===== config.mk =====
export PLATFORM = sky130hd
export DESIGN_NAME = btod_issuer_flat
export DESIGN_NICKNAME = d
export VERILOG_FILES = /design/src/rtl/btod_issuer_pkg.sv /design/src/rtl/btod_issuer_if.sv /design/src/rtl/btod_issuer_wdog.sv /design/src/rtl/btod_issuer.sv /design/src/flat_wrapper.sv
export SDC_FILE = /design/constraint.sdc
export NUM_CORES = 1
export LEC_CHECK = 0
export ABC_AREA = 1
export BUFFER_PORTS_ARGS = -buffer_cell sky130_fd_sc_hd__buf_2
export CORE_AREA = 2 2 73 103
export DETAILED_ROUTE_END_ITERATION = 12
export DIE_AREA = 0 0 75 105
export PLACE_DENSITY = 0.67
export SETUP_SLACK_MARGIN = 0.4
export SKIP_LAST_GASP = 1
export SYNTH_ARGS = -nofsm -noshare
export SYNTH_HDL_FRONTEND = slang
export SYNTH_SLANG_ARGS = --single-unit

===== constraint.sdc =====
create_clock -name clk -period 2.35 [get_ports clk]
set_input_delay 0.3525 -clock clk [delete_from_list [all_inputs] [get_ports clk]]
set_output_delay 0.3525 -clock clk [all_outputs]
set_load 0.03 [all_outputs]

===== src/rtl/btod_issuer_pkg.sv =====
// Shared types and defaults for the btod command issuer and its watchdog.
package btod_issuer_package;

    localparam int BTOD_REQ_W           = 8;
    localparam int BTOD_ACK_W           = 8;
    localparam int BTOD_LEN_W           = 5;
    localparam int BTOD_WDOG_W          = 16;
    localparam int BTOD_TIMEOUT_DEFAULT = 255;

    typedef enum logic [1:0] {
        IDLE,
        REQ,
        NOTIFY,
        WAIT_NACK
    } btodIssState_t;

    typedef logic [BTOD_REQ_W-1:0] btodReq_t;
    typedef logic [BTOD_ACK_W-1:0] btodAck_t;
    typedef logic [BTOD_LEN_W-1:0] btodLen_t;

endpackage


===== src/rtl/btod_issuer_if.sv =====
// Command, btod request/ack and startDone notify/ack channels between the issuer and its neighbours.
interface btod_issuer_if
    import btod_issuer_package::*;
#(
    parameter int REQ_W = BTOD_REQ_W,
    parameter int ACK_W = BTOD_ACK_W,
    parameter int LEN_W = BTOD_LEN_W
);

    logic             cmd_vld;
    logic             cmd_rdy;
    logic [REQ_W-1:0] cmd_base;
    logic [LEN_W-1:0] cmd_len;
    logic             btod_req;
    logic [REQ_W-1:0] btod_req_data;
    logic             btod_ack;
    logic [ACK_W-1:0] btod_ack_data;
    logic             start_notify;
    logic             start_ack;

    // master is the issuer; slave is the command source plus blockB
    modport master (
        input  cmd_vld, cmd_base, cmd_len, btod_ack, btod_ack_data, start_ack,
        output cmd_rdy, btod_req, btod_req_data, start_notify
    );

    modport slave (
        output cmd_vld, cmd_base, cmd_len, btod_ack, btod_ack_data, start_ack,
        input  cmd_rdy, btod_req, btod_req_data, start_notify
    );

endinterface


===== src/rtl/btod_issuer_wdog.sv =====
// Request watchdog: a cleared/incrementing cycle counter that flags when the next increment reaches TIMEOUT.
module btod_wdog
    import btod_issuer_package::*;
#(
    parameter int TIMEOUT = BTOD_TIMEOUT_DEFAULT
) (
    input  logic clk,
    input  logic rst_n,
    input  logic i_clr,
    input  logic i_inc,
    output logic o_expired
);

    logic [BTOD_WDOG_W-1:0] r_count;

    always_ff @(posedge clk or negedge rst_n) begin
        if (!rst_n) begin
            r_count <= '0;
        end else if (i_clr) begin
            r_count <= '0;
        end else if (i_inc) begin
            r_count <= r_count + 1'b1;
        end
    end

    // Expired during the cycle whose unanswered increment would make the count equal TIMEOUT
    assign o_expired = (r_count == BTOD_WDOG_W'(TIMEOUT - 1));

endmodule


===== src/rtl/btod_issuer.sv =====
// Burst command issuer: sequential btod requests with one outstanding, ack-data accumulation and startDone notify.
module btod_issuer
    import btod_issuer_package::*;
#(
    parameter int REQ_W   = BTOD_REQ_W,
    parameter int ACK_W   = BTOD_ACK_W,
    parameter int LEN_W   = BTOD_LEN_W,
    parameter int TIMEOUT = BTOD_TIMEOUT_DEFAULT
) (
    input  logic                   clk,
    input  logic                   rst_n,
    btod_issuer_if.master          bus,
    output logic [ACK_W+LEN_W-1:0] acc_sum,
    output logic                   busy,
    output logic                   err_timeout,
    output logic                   err_spurious
);

    btodIssState_t r_state;
    btodIssState_t w_nextState;

    logic [REQ_W-1:0]       r_base;
    logic [LEN_W-1:0]       r_len;
    logic [LEN_W-1:0]       r_idx;
    logic                   r_gap;
    logic                   r_rdyEn;
    logic [ACK_W+LEN_W-1:0] r_accSum;
    logic                   r_errTimeout;
    logic                   r_errSpurious;

    logic w_accept;
    logic w_ackTaken;
    logic w_lastAck;
    logic w_expired;
    logic w_timeout;
    logic w_spurious;

    assign w_accept   = bus.cmd_vld && bus.cmd_rdy;
    assign w_ackTaken = bus.btod_req && bus.btod_ack;
    assign w_lastAck  = w_ackTaken && ((r_idx + 1'b1) == r_len);
    assign w_timeout  = bus.btod_req && !bus.btod_ack && w_expired;
    assign w_spurious = bus.btod_ack && !bus.btod_req;

    btod_wdog #(
        .TIMEOUT (TIMEOUT)
    ) u_wdog (
        .clk       (clk),
        .rst_n     (rst_n),
        .i_clr     (!bus.btod_req || bus.btod_ack),
        .i_inc     (bus.btod_req),
        .o_expired (w_expired)
    );

    always_ff @(posedge clk or negedge rst_n) begin
        if (!rst_n) begin
            r_state <= IDLE;
        end else begin
            r_state <= w_nextState;
        end
    end

    always_comb begin
        w_nextState = r_state;
        case (r_state)
            IDLE: begin
                if (w_accept) begin
                    w_nextState = (bus.cmd_len == '0) ? NOTIFY : REQ;
                end
            end
            REQ: begin
                if (w_timeout) begin
                    w_nextState = IDLE;
                end else if (w_lastAck) begin
                    w_nextState = NOTIFY;
                end
            end
            NOTIFY:    w_nextState = bus.start_ack ? IDLE : WAIT_NACK;
            WAIT_NACK: w_nextState = bus.start_ack ? IDLE : WAIT_NACK;
            default:   w_nextState = IDLE;
        endcase
    end

    // The request is withheld for the single gap cycle that follows every non-final ack
    always_comb begin
        bus.cmd_rdy      = 1'b0;
        bus.btod_req     = 1'b0;
        bus.start_notify = 1'b0;
        case (r_state)
            IDLE:    bus.cmd_rdy      = r_rdyEn;
            REQ:     bus.btod_req     = !r_gap;
            NOTIFY:  bus.start_notify = 1'b1;
            default: ;
        endcase
    end

    assign bus.btod_req_data = r_base + REQ_W'(r_idx);
    assign busy              = (r_state != IDLE);
    assign acc_sum           = r_accSum;
    assign err_timeout       = r_errTimeout;
    assign err_spurious      = r_errSpurious;

    always_ff @(posedge clk or negedge rst_n) begin
        if (!rst_n) begin
            r_rdyEn       <= 1'b0;
            r_base        <= '0;
            r_len         <= '0;
            r_idx         <= '0;
            r_gap         <= 1'b0;
            r_accSum      <= '0;
            r_errTimeout  <= 1'b0;
            r_errSpurious <= 1'b0;
        end else begin
            r_rdyEn <= 1'b1;
            if (w_accept) begin
                r_base       <= bus.cmd_base;
                r_len        <= bus.cmd_len;
                r_idx        <= '0;
                r_gap        <= 1'b0;
                r_accSum     <= '0;
                r_errTimeout <= 1'b0;
            end else if (w_ackTaken) begin
                r_accSum <= r_accSum + {{LEN_W{1'b0}}, bus.btod_ack_data};
                r_idx    <= r_idx + 1'b1;
                r_gap    <= 1'b1;
            end else if (r_gap) begin
                r_gap <= 1'b0;
            end
            if (w_timeout) begin
                r_errTimeout <= 1'b1;
            end
            // A stray ack in the accept cycle still counts against the new burst
            r_errSpurious <= (r_errSpurious && !w_accept) || w_spurious;
        end
    end

endmodule


===== src/flat_wrapper.sv =====
// flat-port wrapper written by rule: the top's interface ports become plain ports
module btod_issuer_flat import btod_issuer_package::*;
#(
    parameter int REQ_W   = BTOD_REQ_W,
    parameter int ACK_W   = BTOD_ACK_W,
    parameter int LEN_W   = BTOD_LEN_W,
    parameter int TIMEOUT = BTOD_TIMEOUT_DEFAULT
)
  (clk, rst_n, acc_sum, busy, err_timeout, err_spurious, bus_cmd_vld, bus_cmd_base, bus_cmd_len, bus_btod_ack, bus_btod_ack_data, bus_start_ack, bus_cmd_rdy, bus_btod_req, bus_btod_req_data, bus_start_notify);
  btod_issuer_if #(.REQ_W(REQ_W), .ACK_W(ACK_W), .LEN_W(LEN_W)) bus_i ();
  input  logic clk;
  input  logic rst_n;
  output logic [ACK_W+LEN_W-1:0] acc_sum;
  output logic busy;
  output logic err_timeout;
  output logic err_spurious;
  input wire logic [$bits(bus_i.cmd_vld)-1:0] bus_cmd_vld;
  input wire logic [$bits(bus_i.cmd_base)-1:0] bus_cmd_base;
  input wire logic [$bits(bus_i.cmd_len)-1:0] bus_cmd_len;
  input wire logic [$bits(bus_i.btod_ack)-1:0] bus_btod_ack;
  input wire logic [$bits(bus_i.btod_ack_data)-1:0] bus_btod_ack_data;
  input wire logic [$bits(bus_i.start_ack)-1:0] bus_start_ack;
  output wire logic [$bits(bus_i.cmd_rdy)-1:0] bus_cmd_rdy;
  output wire logic [$bits(bus_i.btod_req)-1:0] bus_btod_req;
  output wire logic [$bits(bus_i.btod_req_data)-1:0] bus_btod_req_data;
  output wire logic [$bits(bus_i.start_notify)-1:0] bus_start_notify;
  assign bus_i.cmd_vld = bus_cmd_vld;
  assign bus_i.cmd_base = bus_cmd_base;
  assign bus_i.cmd_len = bus_cmd_len;
  assign bus_i.btod_ack = bus_btod_ack;
  assign bus_i.btod_ack_data = bus_btod_ack_data;
  assign bus_i.start_ack = bus_start_ack;
  assign bus_cmd_rdy = bus_i.cmd_rdy;
  assign bus_btod_req = bus_i.btod_req;
  assign bus_btod_req_data = bus_i.btod_req_data;
  assign bus_start_notify = bus_i.start_notify;
  btod_issuer #(.REQ_W(REQ_W), .ACK_W(ACK_W), .LEN_W(LEN_W), .TIMEOUT(TIMEOUT)) u_core (.clk(clk), .rst_n(rst_n), .bus(bus_i), .acc_sum(acc_sum), .busy(busy), .err_timeout(err_timeout), .err_spurious(err_spurious));
endmodule

==> metrics.txt <==
Final setup viols=0; top-count cell post-synth=nand2_1; share of cells above drive strength 1=roughly a quarter; Yosys top cell by area=dfrtp_1; GRT overflow=0; Mapped Cells=about 420; final hold vios=0; initial antenna violation count=0; I/O Pins=53; HP Class=primary input to async pin; total track usage=between 20% and 30%; area share of the largest cell type after synthesis=a little over two fifths; Seq/Total Area, Yosys=41.7%; Vias=2874; Post-DP Area=3570 um^2; unrepaired setup endpoints after global routing=true; CP Data Required Time=approximately 2000 ps; Final period util=97.8%; Leak Pwr=approximately 2 nW; H-tree lvl count=2; initial core utilization=between 40% and 50%; critical path endpoint category=output pin; worst path arrival time=1950 ps; CTS buffer count=5; placed insts=561; Die Y=105 um; Worst Tran Pin Value=608 ps; Peak Freq=435 MHz; # Max-Cap Violations=0; crit-path leading delay family=adder cells; Slew headroom=approximately 59%; Max Clock Skew=11.0 ps; GPL Wtd Cong=0.841; final wirelength=7.39 mm; design area=3910 um^2; buffers plus inverters on the worst setup path=1; CP max stage delay=440 ps; Tmin final=~2300 ps; hpwl dp=5.51 mm; full die area=7880 um^2; top cells by count, synth=nand2_1 (115), dfrtp_1 (53), inv_1 (49); Remaining DRCs=0; Synth warnings=0; number of synthesized flops with an enable pin=0; asr flop ratio synth=100%; PortBufs=52; drt first pass iters=4; first-pass GRT wire length=12.5 mm; fin. max-slew vios=0; Num Clock Sinks=53; Layout Nets=528; CTS tree=done; row cnt=36; Mean Syn Cell Area=7.65 um^2; outcome=completed; ys flop type=dfrtp_1; Worst Setup Slack, final=51.3 ps; total power=4.76 mW; later-pin clock latency in the skew report=~310 ps; CP max-delay cell=dfrtp_2; Post-Layout Cell Count=between 500 and 600; vias in the first global route=2880; Max VDD drop=0.000715 V; count of hold-fix buffers inserted at cts=0; ANT cells=0; DP Worst Slack=approximately 230 ps; Area growth syn-to-layout=22.9%; Vias/cell=between 4 and 5; Netlist Area Pre-Place=3180 um^2; worst-path cell chain=ha_4 -> fa_2 -> nand3_2 -> nand3_2 -> a21oi_2 -> nor2_2 -> xor2_2 -> buf_6; core area=around 6900 um^2; largest net degree at the start of global routing=30; clock transition at the registers of the reported paths=110 ps; initial drt markers=97; Root Driver=clkbuf_8; register bit total from synthesis=53; PwrDens=roughly 1200 nW/um^2; Bufs on Longest Clock Path=2; post-synth net total=between 400 and 500; Worst path most repeated cell=nand3_2; WL/cell=~13 um; Area contributors post-synth=dfrtp_1 (42%), nand2_1 (14%), ha_1 (6.3%); post-synth cell types=33; CP max FO=2; Worst setup SP type=flip-flop; die width=around 75 um; CP Class=flip-flop to output pin; post-route ant nets=0
[cells by family after synthesis]
kind of cell / share of synthesized area, %
DFF: 41.7
other: 0.118
buffers and inverters: 7.95
xor gates and xnor gates: 3.30
AOI/OAI and AO/OA: 9.68
adders and majority gates: 7.55
and+or+nand+nor: 29.7
[sequential cells by signal, summed over array words and instances (netlist names)]
name	cells
u_core.r_idx	5
u_core.u_wdog.r_count	16
u_core.r_len	5
u_core.err_spurious	1
u_core.err_timeout	1
u_core.r_gap	1
u_core.r_base	8
u_core.acc_sum	13
u_core.r_state	2
u_core.r_rdyEn	1
[worst register-to-register path: stages (launching register included)]
cell,delay (ps)
dfrtp_1,410
ha_1,250
fa_2,390
nand3_1,100
o211ai_1,140
nand2_1,110
nand2_2,100
a21oi_1,140
nor2_1,60
[report_power, final]
group	total (mW)	internal [mW]	switching [mW]	leakage (nW)
combinational	2.75	1.09	1.67	1.23
sequential	1.45	1.18	0.268	0.686
clock	0.561	0.218	0.343	0.0487
[per-layer routing]
metal | share of wire [%] | up-vias | GRT usage [%] | wire (um)
met4 | 0.76 | 0 | 4.97 | 56
met2 | 56 | 51 | 37.7 | 4110
li1 | - | 1464 | - | -
met3 | 3.0 | 4 | 2.89 | 225
met1 | 41 | 1355 | 23.4 | 3000
met5 | 0 | - | 0 | 0
[repair_timing]
item / 4_1_cts / 5_1_grt
pin swaps: 10 / 6
setup endpoints to repair: 7 / 10
resized for setup: 27 / 9
buffers inserted: 7 / 4
[cell type report]
class / count / area (um^2)
multi-input cells: 303 / 1730
inverters: 54 / 205
flip-flops and latches: 53 / 1330
clock buffers: 5 / 68.8
repair buffers: 67 / 425
clock inverters: 3 / 26.3
well taps: 95 / 119
fillers: 683 / 2980
[cell usage in the layout (no fill, tap or decap), types with 9 or more instances in the layout]
cell type	netlist	final
nand2_1	115	113
inv_1	49	49
dfrtp_1	53	49
buf_2	2	45
nor2_1	44	43
nand3_1	26	23
o21ai_0	21	20
a21oi_1	23	19
buf_4	2	15
ha_1	16	11
nand4_1	9	9
nor2_2	8	9
[metrics by stage]
stage | utilization (%) | TNS [ps] | hold WS (ps)
2_1_floorplan | - | 0 | 56.9
6_report | 56.7 | 0 | 32.7
5_1_grt | 56.7 | -29.9 | 78.0
4_1_cts | 55.8 | 0 | 49.1
3_5_place_dp | 51.9 | 0 | 401
3_3_place_gp | 51.9 | 0 | 392
[path summary, 6_finish.rpt]
path	start	endpoint	slack, ps	depth (start not counted)
max	u_core.r_idx[0]	bus_btod_req_data[6]	50	8
min	rst_n	u_core.acc_sum[6]	30	1
max reg2reg	u_core.acc_sum[0]	u_core.acc_sum[8]	560	8
min reg2reg	u_core.err_spurious	u_core.err_spurious	500	2
max in group asynchronous	rst_n	u_core.r_idx[2]	1730	2
min in group clk	bus_cmd_base[7]	u_core.r_base[7]	230	3
No activity file was read; power rests on OpenSTA's default activity.
